[config.mk]
export PLATFORM = sky130hd
export DESIGN_NAME = sequenciador_banco_flat
export DESIGN_NICKNAME = d
export VERILOG_FILES = /design/src/rtl/sequenciador_banco_if.sv /design/src/rtl/sequenciador_banco.sv /design/src/flat_wrapper.sv
export SDC_FILE = /design/constraint.sdc
export NUM_CORES = 1
export LEC_CHECK = 0
export CAP_MARGIN = 20
export CORE_MARGIN = 2
export CORE_UTILIZATION = 50
export DETAILED_ROUTE_END_ITERATION = 16
export MAX_ROUTING_LAYER = met4
export PLACE_DENSITY = 0.86
export SETUP_SLACK_MARGIN = 0.3
export SYNTH_ARGS = -nofsm -noshare
export SYNTH_HDL_FRONTEND = slang
export SYNTH_SLANG_ARGS = --single-unit
export TNS_END_PERCENT = 10
[constraint.sdc]
create_clock -name clk -period 3.8 [get_ports clk]
set_input_delay 0.38 -clock clk [delete_from_list [all_inputs] [get_ports clk]]
set_output_delay 0.38 -clock clk [all_outputs]
set_load 0.02 [all_outputs]
[src/rtl/sequenciador_banco_if.sv]
// Bundle between the register-bank sequencer and its environment: the
// instruction handshake from fetch, the status outputs and the 8x8 bank ports.
// The master view belongs to the sequencer; the slave view to fetch and the bank.
interface sequenciador_banco_if #(
  parameter int DATA_W  = 8,
  parameter int ADDR_W  = 3,
  parameter int INSTR_W = 16
);
  // instruction handshake
  logic               instr_valid;
  logic               instr_ready;
  logic [INSTR_W-1:0] instr;

  // status
  logic               busy;
  logic               done;
  logic               erro;
  logic               flag_z;
  logic               flag_c;

  // register bank ports
  logic [ADDR_W-1:0]  addR1;
  logic [ADDR_W-1:0]  addR2;
  logic [DATA_W-1:0]  dadoR1;
  logic [DATA_W-1:0]  dadoR2;
  logic               wrEn;
  logic [ADDR_W-1:0]  addWr;
  logic [DATA_W-1:0]  dadoWr;

  modport master (
    input  instr_valid, instr, dadoR1, dadoR2,
    output instr_ready, busy, done, erro, flag_z, flag_c,
           addR1, addR2, wrEn, addWr, dadoWr
  );

  modport slave (
    output instr_valid, instr, dadoR1, dadoR2,
    input  instr_ready, busy, done, erro, flag_z, flag_c,
           addR1, addR2, wrEn, addWr, dadoWr
  );
endinterface

[src/rtl/sequenciador_banco.sv]
// Register-bank sequencer: runs one register-to-register instruction at a
// time through a fixed four-cycle pass over the 8x8 bank (registered reads,
// synchronous write).
//
// state    | meaning
// ---------+----------------------------------------------------------
// IDLE     | ready for an instruction; on accept latch it, drive rs1/rs2
// LEITURA  | read addresses stable, bank samples them at the end
// EXECUTA  | bank data valid, compute result, register write port/flags
// ESCRITA  | wrEn high (if the op writes), done/erro pulse, back to IDLE
module sequenciador_banco #(
  parameter int DATA_W  = 8,
  parameter int ADDR_W  = 3,
  parameter int INSTR_W = 16
) (
  input  logic                  clk,
  input  logic                  rst,
  sequenciador_banco_if.master  bus
);

  typedef enum logic [1:0] {
    S_IDLE    = 2'd0,
    S_LEITURA = 2'd1,
    S_EXECUTA = 2'd2,
    S_ESCRITA = 2'd3
  } state_t;

  localparam logic [3:0] OP_NOP = 4'd0;
  localparam logic [3:0] OP_ADD = 4'd1;
  localparam logic [3:0] OP_SUB = 4'd2;
  localparam logic [3:0] OP_AND = 4'd3;
  localparam logic [3:0] OP_OR  = 4'd4;
  localparam logic [3:0] OP_XOR = 4'd5;
  localparam logic [3:0] OP_MOV = 4'd6;
  localparam logic [3:0] OP_LDI = 4'd7;
  localparam logic [3:0] OP_CMP = 4'd8;

  state_t              state_q;
  logic [3:0]          op_q;
  logic [ADDR_W-1:0]   rd_q;
  logic [7:0]          imm_q;
  logic [ADDR_W-1:0]   addr1_q;
  logic [ADDR_W-1:0]   addr2_q;
  logic [ADDR_W-1:0]   addr_wr_q;
  logic [DATA_W-1:0]   dado_wr_q;
  logic                wr_en_q;
  logic                busy_q;
  logic                done_q;
  logic                erro_q;
  logic                flag_z_q;
  logic                flag_c_q;

  logic [DATA_W-1:0]   result_d;
  logic                carry_d;
  logic                writes_d;
  logic                flags_upd_d;
  logic                illegal_d;
  logic [DATA_W:0]     sum_w;
  logic [DATA_W:0]     diff_w;

  // Ready is the only combinational output; it falls with reset immediately.
  assign bus.instr_ready = (state_q == S_IDLE) & rst;

  assign bus.addR1  = addr1_q;
  assign bus.addR2  = addr2_q;
  assign bus.addWr  = addr_wr_q;
  assign bus.dadoWr = dado_wr_q;
  assign bus.wrEn   = wr_en_q;
  assign bus.busy   = busy_q;
  assign bus.done   = done_q;
  assign bus.erro   = erro_q;
  assign bus.flag_z = flag_z_q;
  assign bus.flag_c = flag_c_q;

  // ALU: result, carry/borrow and write/flag qualifiers from latched op and bank data.
  always_comb begin
    sum_w       = {1'b0, bus.dadoR1} + {1'b0, bus.dadoR2};
    diff_w      = {1'b0, bus.dadoR1} - {1'b0, bus.dadoR2};
    result_d    = '0;
    carry_d     = 1'b0;
    writes_d    = 1'b0;
    flags_upd_d = 1'b1;
    illegal_d   = 1'b0;
    case (op_q)
      OP_NOP: flags_upd_d = 1'b0;
      OP_ADD: begin
        result_d = sum_w[DATA_W-1:0];
        carry_d  = sum_w[DATA_W];
        writes_d = 1'b1;
      end
      OP_SUB: begin
        // the extra bit of the widened difference is the unsigned borrow
        result_d = diff_w[DATA_W-1:0];
        carry_d  = diff_w[DATA_W];
        writes_d = 1'b1;
      end
      OP_AND: begin
        result_d = bus.dadoR1 & bus.dadoR2;
        writes_d = 1'b1;
      end
      OP_OR: begin
        result_d = bus.dadoR1 | bus.dadoR2;
        writes_d = 1'b1;
      end
      OP_XOR: begin
        result_d = bus.dadoR1 ^ bus.dadoR2;
        writes_d = 1'b1;
      end
      OP_MOV: begin
        result_d = bus.dadoR1;
        writes_d = 1'b1;
      end
      OP_LDI: begin
        result_d = DATA_W'(imm_q);
        writes_d = 1'b1;
      end
      OP_CMP: begin
        result_d = diff_w[DATA_W-1:0];
        carry_d  = diff_w[DATA_W];
      end
      default: begin
        flags_upd_d = 1'b0;
        illegal_d   = 1'b1;
      end
    endcase
  end

  // Sequencer FSM with all outputs registered; reset aborts any instruction in flight.
  always_ff @(posedge clk or negedge rst) begin
    if (!rst) begin
      state_q   <= S_IDLE;
      op_q      <= OP_NOP;
      rd_q      <= '0;
      imm_q     <= '0;
      addr1_q   <= '0;
      addr2_q   <= '0;
      addr_wr_q <= '0;
      dado_wr_q <= '0;
      wr_en_q   <= 1'b0;
      busy_q    <= 1'b0;
      done_q    <= 1'b0;
      erro_q    <= 1'b0;
      flag_z_q  <= 1'b0;
      flag_c_q  <= 1'b0;
    end else begin
      case (state_q)
        S_IDLE: begin
          wr_en_q <= 1'b0;
          done_q  <= 1'b0;
          erro_q  <= 1'b0;
          if (bus.instr_valid) begin
            op_q    <= bus.instr[15:12];
            rd_q    <= ADDR_W'(bus.instr[11:9]);
            imm_q   <= bus.instr[7:0];
            addr1_q <= ADDR_W'(bus.instr[8:6]);
            addr2_q <= ADDR_W'(bus.instr[5:3]);
            busy_q  <= 1'b1;
            state_q <= S_LEITURA;
          end
        end
        S_LEITURA: begin
          state_q <= S_EXECUTA;
        end
        S_EXECUTA: begin
          addr_wr_q <= rd_q;
          dado_wr_q <= result_d;
          wr_en_q   <= writes_d;
          done_q    <= 1'b1;
          erro_q    <= illegal_d;
          if (flags_upd_d) begin
            flag_z_q <= (result_d == '0);
            flag_c_q <= carry_d;
          end
          state_q <= S_ESCRITA;
        end
        S_ESCRITA: begin
          wr_en_q <= 1'b0;
          done_q  <= 1'b0;
          erro_q  <= 1'b0;
          busy_q  <= 1'b0;
          state_q <= S_IDLE;
        end
        default: state_q <= S_IDLE;
      endcase
    end
  end

endmodule

[src/flat_wrapper.sv]
// flat-port wrapper written by rule: the top's interface ports become plain ports
module sequenciador_banco_flat 
#(
  parameter int DATA_W  = 8,
  parameter int ADDR_W  = 3,
  parameter int INSTR_W = 16
)
  (clk, rst, bus_instr_valid, bus_instr, bus_dadoR1, bus_dadoR2, bus_instr_ready, bus_busy, bus_done, bus_erro, bus_flag_z, bus_flag_c, bus_addR1, bus_addR2, bus_wrEn, bus_addWr, bus_dadoWr);
  sequenciador_banco_if #(.DATA_W(DATA_W), .ADDR_W(ADDR_W), .INSTR_W(INSTR_W)) bus_i ();
  input  logic clk;
  input  logic rst;
  input wire logic [$bits(bus_i.instr_valid)-1:0] bus_instr_valid;
  input wire logic [$bits(bus_i.instr)-1:0] bus_instr;
  input wire logic [$bits(bus_i.dadoR1)-1:0] bus_dadoR1;
  input wire logic [$bits(bus_i.dadoR2)-1:0] bus_dadoR2;
  output wire logic [$bits(bus_i.instr_ready)-1:0] bus_instr_ready;
  output wire logic [$bits(bus_i.busy)-1:0] bus_busy;
  output wire logic [$bits(bus_i.done)-1:0] bus_done;
  output wire logic [$bits(bus_i.erro)-1:0] bus_erro;
  output wire logic [$bits(bus_i.flag_z)-1:0] bus_flag_z;
  output wire logic [$bits(bus_i.flag_c)-1:0] bus_flag_c;
  output wire logic [$bits(bus_i.addR1)-1:0] bus_addR1;
  output wire logic [$bits(bus_i.addR2)-1:0] bus_addR2;
  output wire logic [$bits(bus_i.wrEn)-1:0] bus_wrEn;
  output wire logic [$bits(bus_i.addWr)-1:0] bus_addWr;
  output wire logic [$bits(bus_i.dadoWr)-1:0] bus_dadoWr;
  assign bus_i.instr_valid = bus_instr_valid;
  assign bus_i.instr = bus_instr;
  assign bus_i.dadoR1 = bus_dadoR1;
  assign bus_i.dadoR2 = bus_dadoR2;
  assign bus_instr_ready = bus_i.instr_ready;
  assign bus_busy = bus_i.busy;
  assign bus_done = bus_i.done;
  assign bus_erro = bus_i.erro;
  assign bus_flag_z = bus_i.flag_z;
  assign bus_flag_c = bus_i.flag_c;
  assign bus_addR1 = bus_i.addR1;
  assign bus_addR2 = bus_i.addR2;
  assign bus_wrEn = bus_i.wrEn;
  assign bus_addWr = bus_i.addWr;
  assign bus_dadoWr = bus_i.dadoWr;
  sequenciador_banco #(.DATA_W(DATA_W), .ADDR_W(ADDR_W), .INSTR_W(INSTR_W)) u_core (.clk(clk), .rst(rst), .bus(bus_i));
endmodule
# [After elaboration in Yosys (flattened, before gate mapping)]
# Cells that the tools add are included.
[word_totals] out_inout_bits=24 elab_cells=57 ram_bits=0 register_bits=40 mem_count=0 latch_bits=0 rom_bits=0
[classes] div_mod_pow=0 shifts=0 eq_ne=12 n_addsub=2 mux=12 n_bitwise=4 n_lt_le_gt_ge=0 reduce_logical=13 mul=0
[op_table] op="$pmux 8 s7" count=1
[op_table] op="$eq 4x3->1 const B" count=4
[op_table] op="$pmux 1 s2" count=5
[op_table] op="$add 8x8->9" count=1
[op_table] op="$reduce_or 9->1" count=1
[op_table] op="$sub 8x8->9" count=1
[op_table] op="$and 8x8->8" count=1
[op_table] op="$eq 4x2->1 const B" count=2
[op_table] op="$logic_not 8->1" count=1
[op_table] op="$or 8x8->8" count=1
[op_table] op="$pmux 2 s4" count=1
[op_table] op="$reduce_or 8->1" count=1
[op_table] op="$xor 8x8->8" count=1
[op_table] op="$reduce_or 7->1" count=1
[op_table] op="$reduce_and 2->1" count=3
[op_table] op="$eq 2x2->1 const B" count=2
[op_table] op="$eq 4x1->1 const B" count=1
[op_table] op="$eq 4x4->1 const B" count=1
[op_table] op="$logic_not 4->1" count=1
[op_table] op="$mux 1" count=4
[op_table] op="$reduce_bool 2->1" count=2
[op_table] op="$reduce_or 2->1" count=2
[op_table] op="$eq 2x1->1 const B" count=1
[op_table] op="$logic_not 2->1" count=1
[op_table] op="other kinds (3)" count=3

# [Depth between registers and ports, before layout]
[logic_depth] depth_word=4 depth_mapped=9

# [Worst setup path before layout]
# Ideal clock, no wire load.
[synth_timing] path_type="in2reg" from="input port bus_dadoR2[0]" to="register u_core.flag_z_q (netlist: u_core.bus.flag_z)" path_slack_ns=1.162 path_stages=8 arrival_ns=2.535 setup_time_ns=0.104 required_time_ns=3.696 path_cell_list="ha_1 > fa_1 > nor3b_1 > o211a_1 > nor4_2 > nand3_2 > or4_4 > o41ai_2"
[synth_between] elab_chain_len=3
[synth_rtl] element="from (decl)" line_no="flat_wrapper.sv:15" text="input wire logic [$bits(bus_i.dadoR2)-1:0] bus_dadoR2;"
[synth_rtl] element="$sub 8x8->9, or another cell as far along" line_no="sequenciador_banco.sv:78" text="diff_w = {1'b0, bus.dadoR1} - {1'b0, bus.dadoR2};"
[synth_rtl] element="$pmux 8 s7 *" line_no="sequenciador_banco.sv:84" text="case (op_q)"
[synth_rtl] element="$logic_not 8->1 *" line_no="sequenciador_banco.sv:171" text="flag_z_q <= (result_d == '0);"
[synth_rtl] element="to (signal assigned)" line_no="sequenciador_banco.sv:171"
[synth_rtl] element="to (decl)" line_no="sequenciador_banco.sv:50" text="logic flag_z_q;"
# Mark *: on every way between the ends. The rest lies on a longest branch, timed or not.
# A chain may end at the register's enable or synchronous reset.

# [Worst setup path in the final report]
# Ends and elaborated chain as after synthesis.

==> out/qor.yml <==
run_status:
  status: "finished clean"
grt:
  grt_pass1_wl_um: 12300
  grt_max_degree: 37
  antenna_found_initial: 0
  grt_remaining_overflow: 0
  grt_pass1_vias: 2533
  track_usage: 0.252
power_and_ir_drop:
  ir_drop_uv: 581
  pwr-share-clk: 0.104
  p_sw_mw: 1.13
  power_mw: 2.57
  p_leak_nw: 1.57
  power_density_nw_per_um2: 717
  netSwitchingFraction: 0.438
  combPwrFrac: 0.594
  p_int_mw: 1.44
  seq_power_share: 0.302
yosys:
  ys_types: 59
  synthesis.nets: 375
  avgSynthCellArea_um2: 9.43
  synth_edf_count: 0
  yosysWarningCount: 0
  synth_top_area_share: 0.300
  seq_area_frac_synth: 0.300
  async_flop_share: 1.00
  synth_ff_type: "dfrtp_1"
  synthCells: 310
  yosys.area.top_type: "dfrtp_1"
  yosys_register_bits: 35
  yosys-top-cells-area: "dfrtp_1 30%, ha_1 12%, mux2_2 10%, inv_1 3.9%, a21oi_1 3.8%"
  syn_area_um2: 2920
cts:
  cts-htree-levels: 2
  clock_latency_ps: 280
  post-cts-setup-buffers: 0
  clk_pin_slew_worst_paths_ps: 70
  tritoncts: "done"
  clockBufferDepth: 2
  cts_resized: 0
  cts-root-buf: "clkbuf_8"
  cts_buffers: 5
  cts_sinks: 35
  cts_hold_buffers: 0
cells_and_area:
  layout.cells.non_filler: 427
  final_common_cell: "clkdlybuf4s50_1"
  stdcell_area_um2: 3590
  syn_to_final_growth_pct: 22.7
  antenna_cells: 0
  layout.nets: 420
  multi_input_area_um2: 1790
  fin_util: 0.644
  final_layout_size_suffix_gt1_frac: 0.146
  layout_common_cells: "58 x clkdlybuf4s50_1, 35 x dfrtp_1, 30 x inv_1, 28 x ha_1, 26 x mux2_2"
  ff_latch_area_um2: 876
  fillerInstances: 439
sta:
  setup_tns_ps: 0
  setup_viol: 0
  clock.fmax_ghz: 0.328
  worst_pin_slew_ps: 909
  worst_slack_ps: 748
  fin_hold_ws_ps: 500
  fin_skew_ps: 6.31
  hold_viol: 0
  fin_crit_sh: 0.803
  post-route-min-period_ps: 3050
  slew_headroom: 0.394
  rsz0062_at_grt: "no"
  slew_violations: 0
place:
  place_ws_ps: 467
  place_congestion: 0.967
  dp_hpwl_um: 5420
  placed_cell_area_um2: 3470
  port_buffers: 58
  post-place-cells: 419
worst_setup_path:
  crit_chain: "clkdlybuf4s50_1 > ha_1 > fa_1 > nor3b_1 > o211a_1 > nor4_2 > nand3_2 > or4_4 > o41ai_2"
  cpMaxStageDelayCell: "or4_4"
  worst_path_largest_cell_delay_ps: 520
  critical_path_required_ps: 3980
  cp-end-kind: "flop"
  crit_fanout: 4
  start_kind: "input port"
  path_class: "in2reg"
  crit_arrival_ps: 3230
route:
  vias: 2509
  wl_per_cell_um: 17.3
  drt-initial-drc-count: 210
  drt_pre_antenna_iters: 4
  wl_um: 7400
  routed_via_density: 5.88
  drc: 0
  antenna_left: 0
floorplanning:
  ioPinCount: 59
  rows: 27
  die_h_um: 80.5
  start_util: 0.524
  coreArea_um2: 5570
  die_area_um2: 6470
  die_w_um: 80.5
min_path:
  hp-class: "in2async"
job:
  drv_cap: 0
routing by layer:
layer | global-route usage | share of wire | vias up
met2 | 0.413 | 0.47 | 96
li1 | - | - | 1193
met3 | 0.0292 | 0.072 | 12
met4 | 0.0949 | 0.021 | 0
met1 | 0.321 | 0.43 | 1208
met5 | - | 0 | -
power groups by stage:
stage	registers [mW]	logic [mW]	clock network, mW
after floorplan	0.740	1.07	0
after global placement	0.810	1.38	0
after detailed placement	0.817	1.41	0
after CTS	0.812	1.44	0.274
after global routing	0.804	1.64	0.283
final	0.776	1.53	0.267
logic make-up after synthesis:
family                   after synthesis  synth area share
AND/OR/NAND/NOR                       78             0.158
XOR/XNOR                               6            0.0180
AO/OA/AOI/OAI                         77             0.188
multiplexers                          30             0.116
buffers and inverters                 54            0.0878
adder cells (fa/ha/maj)               30             0.134
flip-flops                            35             0.300
synth_stat cells (all sizes together), types with 5 or more instances:
cell type / count
nand3b: 7
clkbuf: 7
mux2: 27
nor2: 11
xnor2: 5
inv: 30
nor3: 9
buf: 17
o21ai: 8
ha: 28
o22ai: 5
nor3b: 5
dfrtp: 35
a21oi: 22
nor2b: 6
nand2: 17
o211ai: 5
final timing paths:
kind	slack, ps	endpoint	cells past startpoint	start
max reg2reg	890	u_core.bus.flag_z	6	u_core.op_q[1]
min in group clk	500	u_core.bus.wrEn	2	u_core.bus.wrEn
max	750	u_core.bus.flag_z	9	bus_dadoR2[0]
min	500	u_core.bus.addR1[2]	2	rst
min reg2reg	500	u_core.bus.wrEn	2	u_core.bus.wrEn
max in group asynchronous	2990	u_core.bus.dadoWr[5]	2	rst
final cells by class:
| class | instances | area share |
|---|---|---|
| inverter | 30 | 0.0314 |
| timing repair buffer | 62 | 0.176 |
| clock inverter | 1 | 0.00140 |
| sequential | 35 | 0.244 |
| multi-input combinational | 221 | 0.499 |
| clock buffer | 6 | 0.0230 |
| tap | 72 | 0.0251 |
critical path, delay by kind of cell:
family	cells	cell delay, ps
buf+inv	1	510
fa+ha+maj	2	680
simple gates	4	1120
compound gates	2	540
flip-flops by register name, indices dropped and copies added, names as in the netlist, 2 cells and up:
name and count:
u_core.bus.addR1 3, u_core.bus.addWr 3, u_core.bus.dadoWr 8, u_core.imm_q 6, u_core.op_q 4, u_core.rd_q 3
u_core.state_q 2
Note: power is estimated with default switching activity, not from simulation.
